==> config.mk <==
export PLATFORM = sky130hd
export DESIGN_NAME = game_sequencer
export DESIGN_NICKNAME = d
export VERILOG_FILES = /design/src/rtl/game_sequencer.sv
export SDC_FILE = /design/constraint.sdc
export NUM_CORES = 1
export LEC_CHECK = 0
export ABC_AREA = 1
export CAP_MARGIN = 20
export CORE_MARGIN = 2
export CORE_UTILIZATION = 45
export CTS_BUF_LIST = sky130_fd_sc_hd__clkbuf_8 sky130_fd_sc_hd__clkbuf_16
export DETAILED_ROUTE_END_ITERATION = 6
export PLACE_DENSITY_LB_ADDON = 0.12
export SYNTH_ARGS = -nofsm -noshare
export SYNTH_HDL_FRONTEND = slang
export SYNTH_SLANG_ARGS = --single-unit
==> constraint.sdc <==
create_clock -name clk -period 3.25 [get_ports clk]
set_input_delay 0.65 -clock clk [delete_from_list [all_inputs] [get_ports clk]]
set_output_delay 0.65 -clock clk [all_outputs]
set_load 0.05 [all_outputs]
==> src/rtl/game_sequencer.sv <==
// game_sequencer: top-level game flow controller (IDLE -> PLAY -> WIN/LOSE -> IDLE).
// Tracks collected goodies and the score, and selects which screen the draw controller shows.
// Optional feature: define PLAY_TIMEOUT_EN to end PLAY as a loss after TIMEOUT_FRAMES frames.
module game_sequencer #(
  parameter int GOODIE_N        = 9,
  parameter int WIN_COUNT       = 9,
  parameter int END_HOLD_FRAMES = 180,
  parameter int TIMEOUT_FRAMES  = 3600
) (
  input  logic                clk,
  input  logic                rst,
  input  logic                frame_tick,
  input  logic                start_btn,
  input  logic                collision,
  input  logic [GOODIE_N-1:0] goodie_hit,
  output logic                idle,
  output logic                play,
  output logic                win,
  output logic                lose,
  output logic [GOODIE_N-1:0] goodie_taken,
  output logic [3:0]          score,
  output logic                pos_reset
);

  typedef enum logic [1:0] {
    ST_IDLE,
    ST_PLAY,
    ST_WIN,
    ST_LOSE
  } state_t;

  localparam int HOLD_W = $clog2(END_HOLD_FRAMES + 1);

  state_t              state;
  state_t              next_state;
  logic                start_q;
  logic                start_press;
  logic [GOODIE_N-1:0] new_bits;
  logic [3:0]          add_cnt;
  logic [HOLD_W-1:0]   hold_cnt;
  logic [HOLD_W-1:0]   hold_cnt_next;
  logic                enter_play;

`ifdef PLAY_TIMEOUT_EN
  localparam int TO_W = $clog2(TIMEOUT_FRAMES + 1);
  logic [TO_W-1:0] play_cnt;
  logic [TO_W-1:0] play_cnt_next;
  logic            timeout_hit;
`endif

  assign start_press = start_btn & ~start_q;
  assign new_bits    = goodie_hit & ~goodie_taken;
  assign enter_play  = (state == ST_IDLE) && (next_state == ST_PLAY);

  // Count how many goodies are being collected for the first time this cycle.
  always_comb begin
    add_cnt = '0;
    for (int i = 0; i < GOODIE_N; i++) begin
      add_cnt = add_cnt + {3'b000, new_bits[i]};
    end
  end

`ifdef PLAY_TIMEOUT_EN
  // PLAY frame counter; it rests at zero outside PLAY so every game starts from a fresh budget.
  always_comb begin
    play_cnt_next = '0;
    timeout_hit   = 1'b0;
    if (state == ST_PLAY) begin
      play_cnt_next = play_cnt;
      if (frame_tick) begin
        if (play_cnt == TO_W'(TIMEOUT_FRAMES - 1)) begin
          timeout_hit = 1'b1;
        end else begin
          play_cnt_next = play_cnt + 1'b1;
        end
      end
    end
  end

  // Register the PLAY frame counter.
  always_ff @(posedge clk) begin
    if (rst) begin
      play_cnt <= '0;
    end else begin
      play_cnt <= play_cnt_next;
    end
  end
`endif

  // Next-state logic; collision beats a win, and a win beats the optional timeout.
  always_comb begin
    next_state    = state;
    hold_cnt_next = hold_cnt;
    case (state)
      ST_IDLE: begin
        if (start_press) begin
          next_state = ST_PLAY;
        end
      end
      ST_PLAY: begin
        if (collision) begin
          next_state = ST_LOSE;
        end else if (score >= 4'(WIN_COUNT)) begin
          next_state = ST_WIN;
        end
`ifdef PLAY_TIMEOUT_EN
        else if (timeout_hit) begin
          next_state = ST_LOSE;
        end
`endif
      end
      ST_WIN, ST_LOSE: begin
        if (start_press) begin
          next_state = ST_IDLE;
        end else if (frame_tick) begin
          if (hold_cnt == HOLD_W'(END_HOLD_FRAMES - 1)) begin
            next_state = ST_IDLE;
          end else begin
            hold_cnt_next = hold_cnt + 1'b1;
          end
        end
      end
      default: next_state = ST_IDLE;
    endcase
    if (next_state != ST_WIN && next_state != ST_LOSE) begin
      hold_cnt_next = '0;
    end
  end

  // State, hold counter and start-button history registers.
  always_ff @(posedge clk) begin
    if (rst) begin
      state    <= ST_IDLE;
      hold_cnt <= '0;
      start_q  <= 1'b1;
    end else begin
      state    <= next_state;
      hold_cnt <= hold_cnt_next;
      start_q  <= start_btn;
    end
  end

  // Goodie flags and score: cleared when a game starts, accumulate only while playing.
  always_ff @(posedge clk) begin
    if (rst) begin
      goodie_taken <= '0;
      score        <= '0;
    end else if (enter_play) begin
      goodie_taken <= '0;
      score        <= '0;
    end else if (state == ST_PLAY) begin
      goodie_taken <= goodie_taken | new_bits;
      score        <= score + add_cnt;
    end
  end

  // Registered one-hot screen select and the re-home pulse for the first PLAY cycle.
  always_ff @(posedge clk) begin
    if (rst) begin
      idle      <= 1'b1;
      play      <= 1'b0;
      win       <= 1'b0;
      lose      <= 1'b0;
      pos_reset <= 1'b0;
    end else begin
      idle      <= (next_state == ST_IDLE);
      play      <= (next_state == ST_PLAY);
      win       <= (next_state == ST_WIN);
      lose      <= (next_state == ST_LOSE);
      pos_reset <= enter_play;
    end
  end

endmodule
==> reports/results.tsv, run 1 <==
stage	metric	value	unit
routing	drt initial violations	49	
floorplan	IO Pins	32	
power_and_ir_drop	switching power	0.000349	W
floorplan	Core Area	3310	µm²
timing	Slew HR	64.5	%
hold_path	Worst Min Path Start	goodie_taken[8]	
clocking	Clock Latency Late Sink	280	ps
floorplan	Initial Util	46.8	%
timing	slack of the critical path	66.5	ps
critical_path	Data required, critical path	3460	ps
timing	final hold violations	0	
clocking	CTS H-tree depth	2	
routing	DR vias	1363	
routing	1st-pass router iterations	4	
power_and_ir_drop	Seq pwr share	35.3	%
power_and_ir_drop	Int Power	0.000763	W
critical_path	R2R setup slack	190	ps
global_route	Total Routing Usage GR	16.7	%
global_route	largest net degree at the start of global routing	15	
critical_path	crit path capture type	flop	
place	Placer Congestion	0.794	
critical_path	worst path arrival time	3390	ps
power_and_ir_drop	Power Total	0.00111	W
critical_path	worst path bufs/invs	5	
timing	clk_skew	9.15	ps
logic_synthesis	average cell area after synthesis	7.24	µm²
clocking	clock-pin slew on the worst setup and hold paths	70	ps
critical_path	kind of cell adding the most delay to the critical path	adder cells	
critical_path	CP Cell Sequence	buf_6 > inv_2 > nor2_2 > fa_1 > inv_2 > fa_1 > inv_1 > fa_1 > ha_2 > inv_2 > fa_2 > or2_4 > a21oi_2	
power_and_ir_drop	power share of the combinational group	29.9	%
global_route	initial antenna violation count	0	
place	DP Area	1920	µm²
floorplan	Row Count	21	
global_route	vias in the first global route	1239	
logic_synthesis	cells after synthesis	214	
logic_synthesis	YS warnings	0	
cells_and_area	cell area after layout	2060	µm²
critical_path	Crit Path Category	in -> reg	
power_and_ir_drop	Power Density	541	nW/µm²
flow_run	max capacitance violation total	0	
cells_and_area	ant diodes	0	
clocking	clock root cell	clkbuf_8	
clocking	total CTS buffers	5	
timing	fmax	314	MHz
floorplan	Die ar.	3930	µm²
critical_path	Crit Reg-Reg Startpoint	score[0]	
timing	Tcrit/Tclk final	98.0	%
hold_path	Hold Path Sink	goodie_taken[8]	
global_route	total grt overflow	0	
clocking	CTS tree	done	
critical_path	Crit-path slowest cell	fa_1	
timing	fin. max-slew vios	0	
critical_path	Reg2Reg Capture Point	score[1]	
timing	unrepaired setup endpoints after global routing	yes	
logic_synthesis	sequential cell area fraction in the yosys report	37.4	%
power_and_ir_drop	Static Leak	0.901	nW
logic_synthesis	Synth Cell Area	1550	µm²
power_and_ir_drop	sw frac	31.4	%
place	hpwl dp	2260	µm
timing	setup TNS	0	ps
routing	DR WL/cell	10.1	µm
cells_and_area	share of layout cells above drive strength 1	15.1	%
hold_path	Hold Path Stages	2	
clocking	Clock Tree Buf Depth	2	
floorplan	die width	62.7	µm
critical_path	crit path launch	goodie_hit[6]	
critical_path	Worst path max stage delay	540	ps
routing	ANT nets after route	0	
power_and_ir_drop	highest ir drop seen on vdd	0.323	mV
cells_and_area	layout net count	277	
cells_and_area	Fillers	318	
logic_synthesis	register bit total from synthesis	29	
timing	Period minus WS final	3180	ps
critical_path	reg2reg path depth	10	
timing	Worst Max-Slew Pin Slew	531	ps
logic_synthesis	Post-Syn Nets	240	
run_status	status	completed	
power_and_ir_drop	Clk pwr share	34.8	%
routing	DRC	0	
logic_synthesis	number of library cell types mapped by synthesis	19	
global_route	first-pass GRT wire length	5150	µm
floorplan	Die H	62.7	µm
place	Place WS	-616	ps
cells_and_area	P&R area growth vs syn	32.6	%
clocking	clock sinks	29	
routing	Total Wirelength	3020	µm
place	I/O Buffers	31	
critical_path	nature of the critical path startpoint	input port	
hold_path	Hold Path Class	reg -> reg	
timing	Setup violations, final	0	
critical_path	Critical Path Fanout Max	2	
timing	worst hold margin	458	ps
routing	Vias/cell	4.57	
[registers in the layout (all words and copies together), names as in the netlist]
name	count
lose	1
win	1
score	4
pos_reset	1
start_q	1
play	1
state	2
hold_cnt	8
idle	1
goodie_taken	9
[cell usage after synthesis (all sizes together)]
cell type,number,area share (%)
o21ai,1,0.32
inv,46,11
nand3,9,2.9
xnor2,4,2.3
buf,2,0.65
nand4,3,1.2
ha,6,4.8
xor2,2,1.1
a21oi,24,8.5
dfxtp,29,37
nor3,1,0.32
nor2,16,5.3
nand2,64,16
fa,6,7.7
or2,1,0.40
[cell type report]
type | count | area, µm² | share of cell area [%]
tap | 46 | 57.6 | 2.80
timing repair buffer | 32 | 305 | 14.9
multi-input combinational | 137 | 815 | 39.6
inverter | 46 | 175 | 8.52
clock buffer | 6 | 82.6 | 4.02
clock inverter | 2 | 33.8 | 1.64
sequential | 29 | 587 | 28.5
[cell families after synthesis]
group | count (synthesis) | share of synthesized area, %
buf+inv | 48 | 11.8
flops | 29 | 37.4
fa+ha+maj | 12 | 12.6
simple gates | 94 | 26.0
xor+xnor | 6 | 3.39
compound gates | 25 | 8.80
[worst reg2reg max path: cells and delay by family, from the launching register on]
| family | cells | cell delay [ps] |
|---|---|---|
| compound gates | 1 | 120 |
| simple gates | 1 | 230 |
| buf+inv | 3 | 170 |
| flops | 1 | 340 |
| fa+ha+maj | 5 | 2150 |
[worst max path at each step]
stage	endpoint	cells after the start
2_1_floorplan	score[1]	12
3_3_place_gp	score[1]	11
3_5_place_dp	score[1]	11
4_1_cts	score[1]	13
5_1_grt	score[1]	13
6_report	score[1]	13
[layout by cell type, fill, tap and decap left out, drive strengths merged]
master,n
xor2,2
inv,47
nand2,64
a21oi,24
ha,6
dfxtp,29
nor2,16
nand3,9
clkdlybuf4s50,26
or2,1
o21ai,1
xnor2,4
nand4,3
bufinv,1
buf,4
fa,6
clkbuf,8
nor3,1
[repair_timing]
action | CTS | global route
pin swaps | 9 | 9
hold buffers | 0 | 0
endpoints found under the setup margin | 3 | 2
gates resized for setup | 21 | 7
buffers inserted | 1 | 0
[through the flow]
| stage | util, % | std cells |
|---|---|---|
| after floorplan | - | 214 |
| after global placement | 58.0 | 289 |
| after detailed placement | 58.0 | 289 |
| after CTS | 61.9 | 298 |
| after global routing | 62.1 | 298 |
| final | 62.1 | 298 |
[power by group through the flow]
stage	logic, W	registers (W)	clock network, W
after global routing	0.000381	0.000395	0.000409
final	0.000333	0.000392	0.000387
after CTS	0.000336	0.000392	0.000394
after global placement	0.000320	0.000399	0
after floorplan	0.000181	0.000456	0
after detailed placement	0.000325	0.000399	0
[routing by layer]
metal | vias up | global-route usage [%] | part of all wire, % | wire (µm)
met5 | - | 0 | 0 | 0
li1 | 718 | - | - | -
met2 | 25 | 26.9 | 44 | 1310
met3 | 8 | 4.50 | 4.3 | 130
met4 | 0 | 10.0 | 2.4 | 72
met1 | 612 | 20.1 | 50 | 1500
(Power assumes the default switching activity.)
==> inputs of run 2 (changes only) <==
--- a/config.mk
+++ b/config.mk
@@ -7,10 +7,12 @@
 export LEC_CHECK = 0
 export ABC_AREA = 1
 export CAP_MARGIN = 20
+export CORE_ASPECT_RATIO = 1.5
 export CORE_MARGIN = 2
 export CORE_UTILIZATION = 45
 export CTS_BUF_LIST = sky130_fd_sc_hd__clkbuf_8 sky130_fd_sc_hd__clkbuf_16
 export DETAILED_ROUTE_END_ITERATION = 6
+export GPL_TIMING_DRIVEN = 0
 export PLACE_DENSITY_LB_ADDON = 0.12
 export SYNTH_ARGS = -nofsm -noshare
 export SYNTH_HDL_FRONTEND = slang
==> run 2 against run 1 <==
The flow now finishes with violations (negative setup slack). Global-route usage rose by 1.2 points. Critical path depth did not move. First-iteration DRC count down 55%. Fmax is 3.0% lower. Clock-buffer cell count stayed put. Cell count fell by 0.67%. Cell area grew 1.2%. Clock skew shrank 4.7 ps. Sequential power is essentially flat. Critical path type unchanged. Largest cell class unchanged. Largest power group unchanged.
==> reports/results.tsv, run 2 (same netlist as run 1, synthesis figures left out) <==
stage	metric	value	unit
run_status	status	finished with violations	
run_status	failing checks	negative setup slack	
floorplan	Core Area	3350	µm²
cells_and_area	cell area after layout	2080	µm²
routing	drt initial violations	22	
timing	Period minus WS final	3280	ps
cells_and_area	P&R area growth vs syn	34.2	%
hold_path	Hold Path Stages	2	
cells_and_area	Top reg by flops	goodie_taken	
cells_and_area	ant diodes	0	
floorplan	Die H	75.9	µm
floorplan	Row Count	26	
clocking	CTS Hold Bufs	0	
power_and_ir_drop	Power Density	548	nW/µm²
timing	slack of the critical path	-33.2	ps
critical_path	kind of cell adding the most delay to the critical path	adder cells	
cells_and_area	share of layout cells above drive strength 1	15.7	%
timing	Worst Max-Slew Pin Slew	498	ps
timing	Slew HR	66.7	%
critical_path	worst path arrival time	3500	ps
critical_path	Crit path depth	13	
clocking	Clock Latency Late Sink	280	ps
place	hpwl dp	2260	µm
routing	DR vias	1352	
floorplan	Initial Util	46.3	%
flow_run	max capacitance violation total	0	
place	Place WS	-679	ps
timing	setup TNS	-33.2	ps
critical_path	reg2reg path depth	11	
critical_path	Crit-path slowest cell	fa_1	
timing	clk_skew	4.41	ps
clocking	CTS tree	done	
critical_path	worst path bufs/invs	5	
critical_path	Worst path max stage delay	540	ps
place	Placer Congestion	0.796	
timing	unrepaired setup endpoints after global routing	yes	
routing	Vias/cell	4.57	
clocking	clock sinks	29	
clocking	CTS H-tree depth	2	
clocking	Clock Tree Buf Depth	2	
global_route	initial antenna violation count	0	
critical_path	nature of the critical path startpoint	input port	
cells_and_area	Fillers	318	
routing	ANT nets after route	0	
hold_path	Hold Path Class	reg -> reg	
clocking	clock-pin slew on the worst setup and hold paths	60	ps
timing	fin. max-slew vios	0	
clocking	total CTS buffers	5	
power_and_ir_drop	highest ir drop seen on vdd	0.376	mV
timing	Setup violations, final	1	
global_route	largest net degree at the start of global routing	11	
critical_path	Critical Path Fanout Max	2	
global_route	first-pass GRT wire length	5120	µm
global_route	vias in the first global route	1254	
routing	DR WL/cell	10.1	µm
timing	Tcrit/Tclk final	101	%
power_and_ir_drop	Power Total	0.00114	W
cells_and_area	max FFs per register	9	
cells_and_area	commonest non-fill, non-tap cells in the layout	nand2_1 (62), inv_1 (40), clkdlybuf4s50_1 (26)	
timing	fmax	305	MHz
clocking	clock root cell	clkbuf_8	
global_route	total grt overflow	0	
place	I/O Buffers	31	
critical_path	CP Cell Sequence	buf_8 > inv_4 > nor2_4 > fa_1 > inv_2 > fa_1 > inv_1 > fa_1 > ha_2 > inv_2 > fa_2 > or2_4 > a21oi_2	
floorplan	die width	51.9	µm
cells_and_area	fin util	62.1	%
critical_path	crit path capture type	flop	
timing	final hold violations	0	
routing	DRC	0	
cells_and_area	layout net count	279	
floorplan	IO Pins	32	
cells_and_area	most common cell after layout, fill and taps aside	nand2_1	
cells_and_area	biggest regs	goodie_taken (9), hold_cnt (8), score (4)	
place	DP Area	1930	µm²
critical_path	crit-path most repeated cell	fa_1	
floorplan	Die ar.	3940	µm²
critical_path	Crit Path Category	in -> reg	
power_and_ir_drop	Static Leak	0.917	nW
critical_path	Data required, critical path	3470	ps
routing	Total Wirelength	2990	µm
global_route	Total Routing Usage GR	18.0	%
routing	1st-pass router iterations	6	
==> run 2: worst register-to-register path, stage by stage, from the launching register on <==
cell,delay (ps)
dfxtp_2,360
nor2_4,50
fa_1,540
inv_2,40
fa_1,500
inv_1,50
fa_1,490
ha_2,180
inv_2,40
fa_2,460
or2_4,240
a21oi_2,120
==> run 2: stage by stage <==
| stage | std cells | hold WS, ps |
|---|---|---|
| finish | 296 | 466 |
| global route | 296 | 485 |
| global placement | 287 | 439 |
| floorplan | 214 | 457 |
| CTS | 296 | 468 |
| detailed placement | 287 | 441 |
==> run 2: where the power goes <==
| group | leakage [nW] | switching (W) | internal, W | total [W] |
|---|---|---|---|---|
| Sequential | 0.238 | 0.0000142 | 0.000376 | 0.000391 |
| Combinational | 0.617 | 0.000209 | 0.000161 | 0.000370 |
| Clock | 0.0626 | 0.000134 | 0.000246 | 0.000381 |
| Total | 0.917 | 0.000357 | 0.000784 | 0.00114 |
==> run 2: area by class of cell <==
| cell class | count | area [µm²] | share of cell area, % |
|---|---|---|---|
| buffer | 2 | 10.0 | 0.481 |
| clock buffer | 6 | 82.6 | 3.97 |
| clock inverter | 2 | 33.8 | 1.62 |
| inverter | 46 | 178 | 8.54 |
| multi-input combinational | 137 | 823 | 39.6 |
| sequential | 29 | 587 | 28.2 |
| tap | 42 | 52.6 | 2.53 |
| timing repair buffer | 32 | 314 | 15.1 |
==> run 2: per-layer routing <==
layer | routed length (µm) | part of all wire (%) | vias up | global-route usage [%]
li1 | - | - | 722 | -
met1 | 1230 | 41 | 603 | 18.5
met2 | 1580 | 53 | 22 | 33.2
met3 | 101 | 3.4 | 5 | 4.12
met4 | 72 | 2.4 | 0 | 9.65
met5 | 0 | 0 | - | 0
==> run 2: worst paths after layout <==
kind	start	slack [ps]	endpoint
setup reg to reg	goodie_taken[8]	100	score[1]
hold / removal	goodie_taken[6]	470	goodie_taken[6]
hold reg to reg	goodie_taken[6]	470	goodie_taken[6]
setup / recovery	goodie_hit[8]	-30	score[1]
==> run 2: timing repair <==
item                       CTS  global route
setup endpoints to repair    3             2
gates resized for setup     25             8
buffers inserted             1             0
pin swaps                   12            10
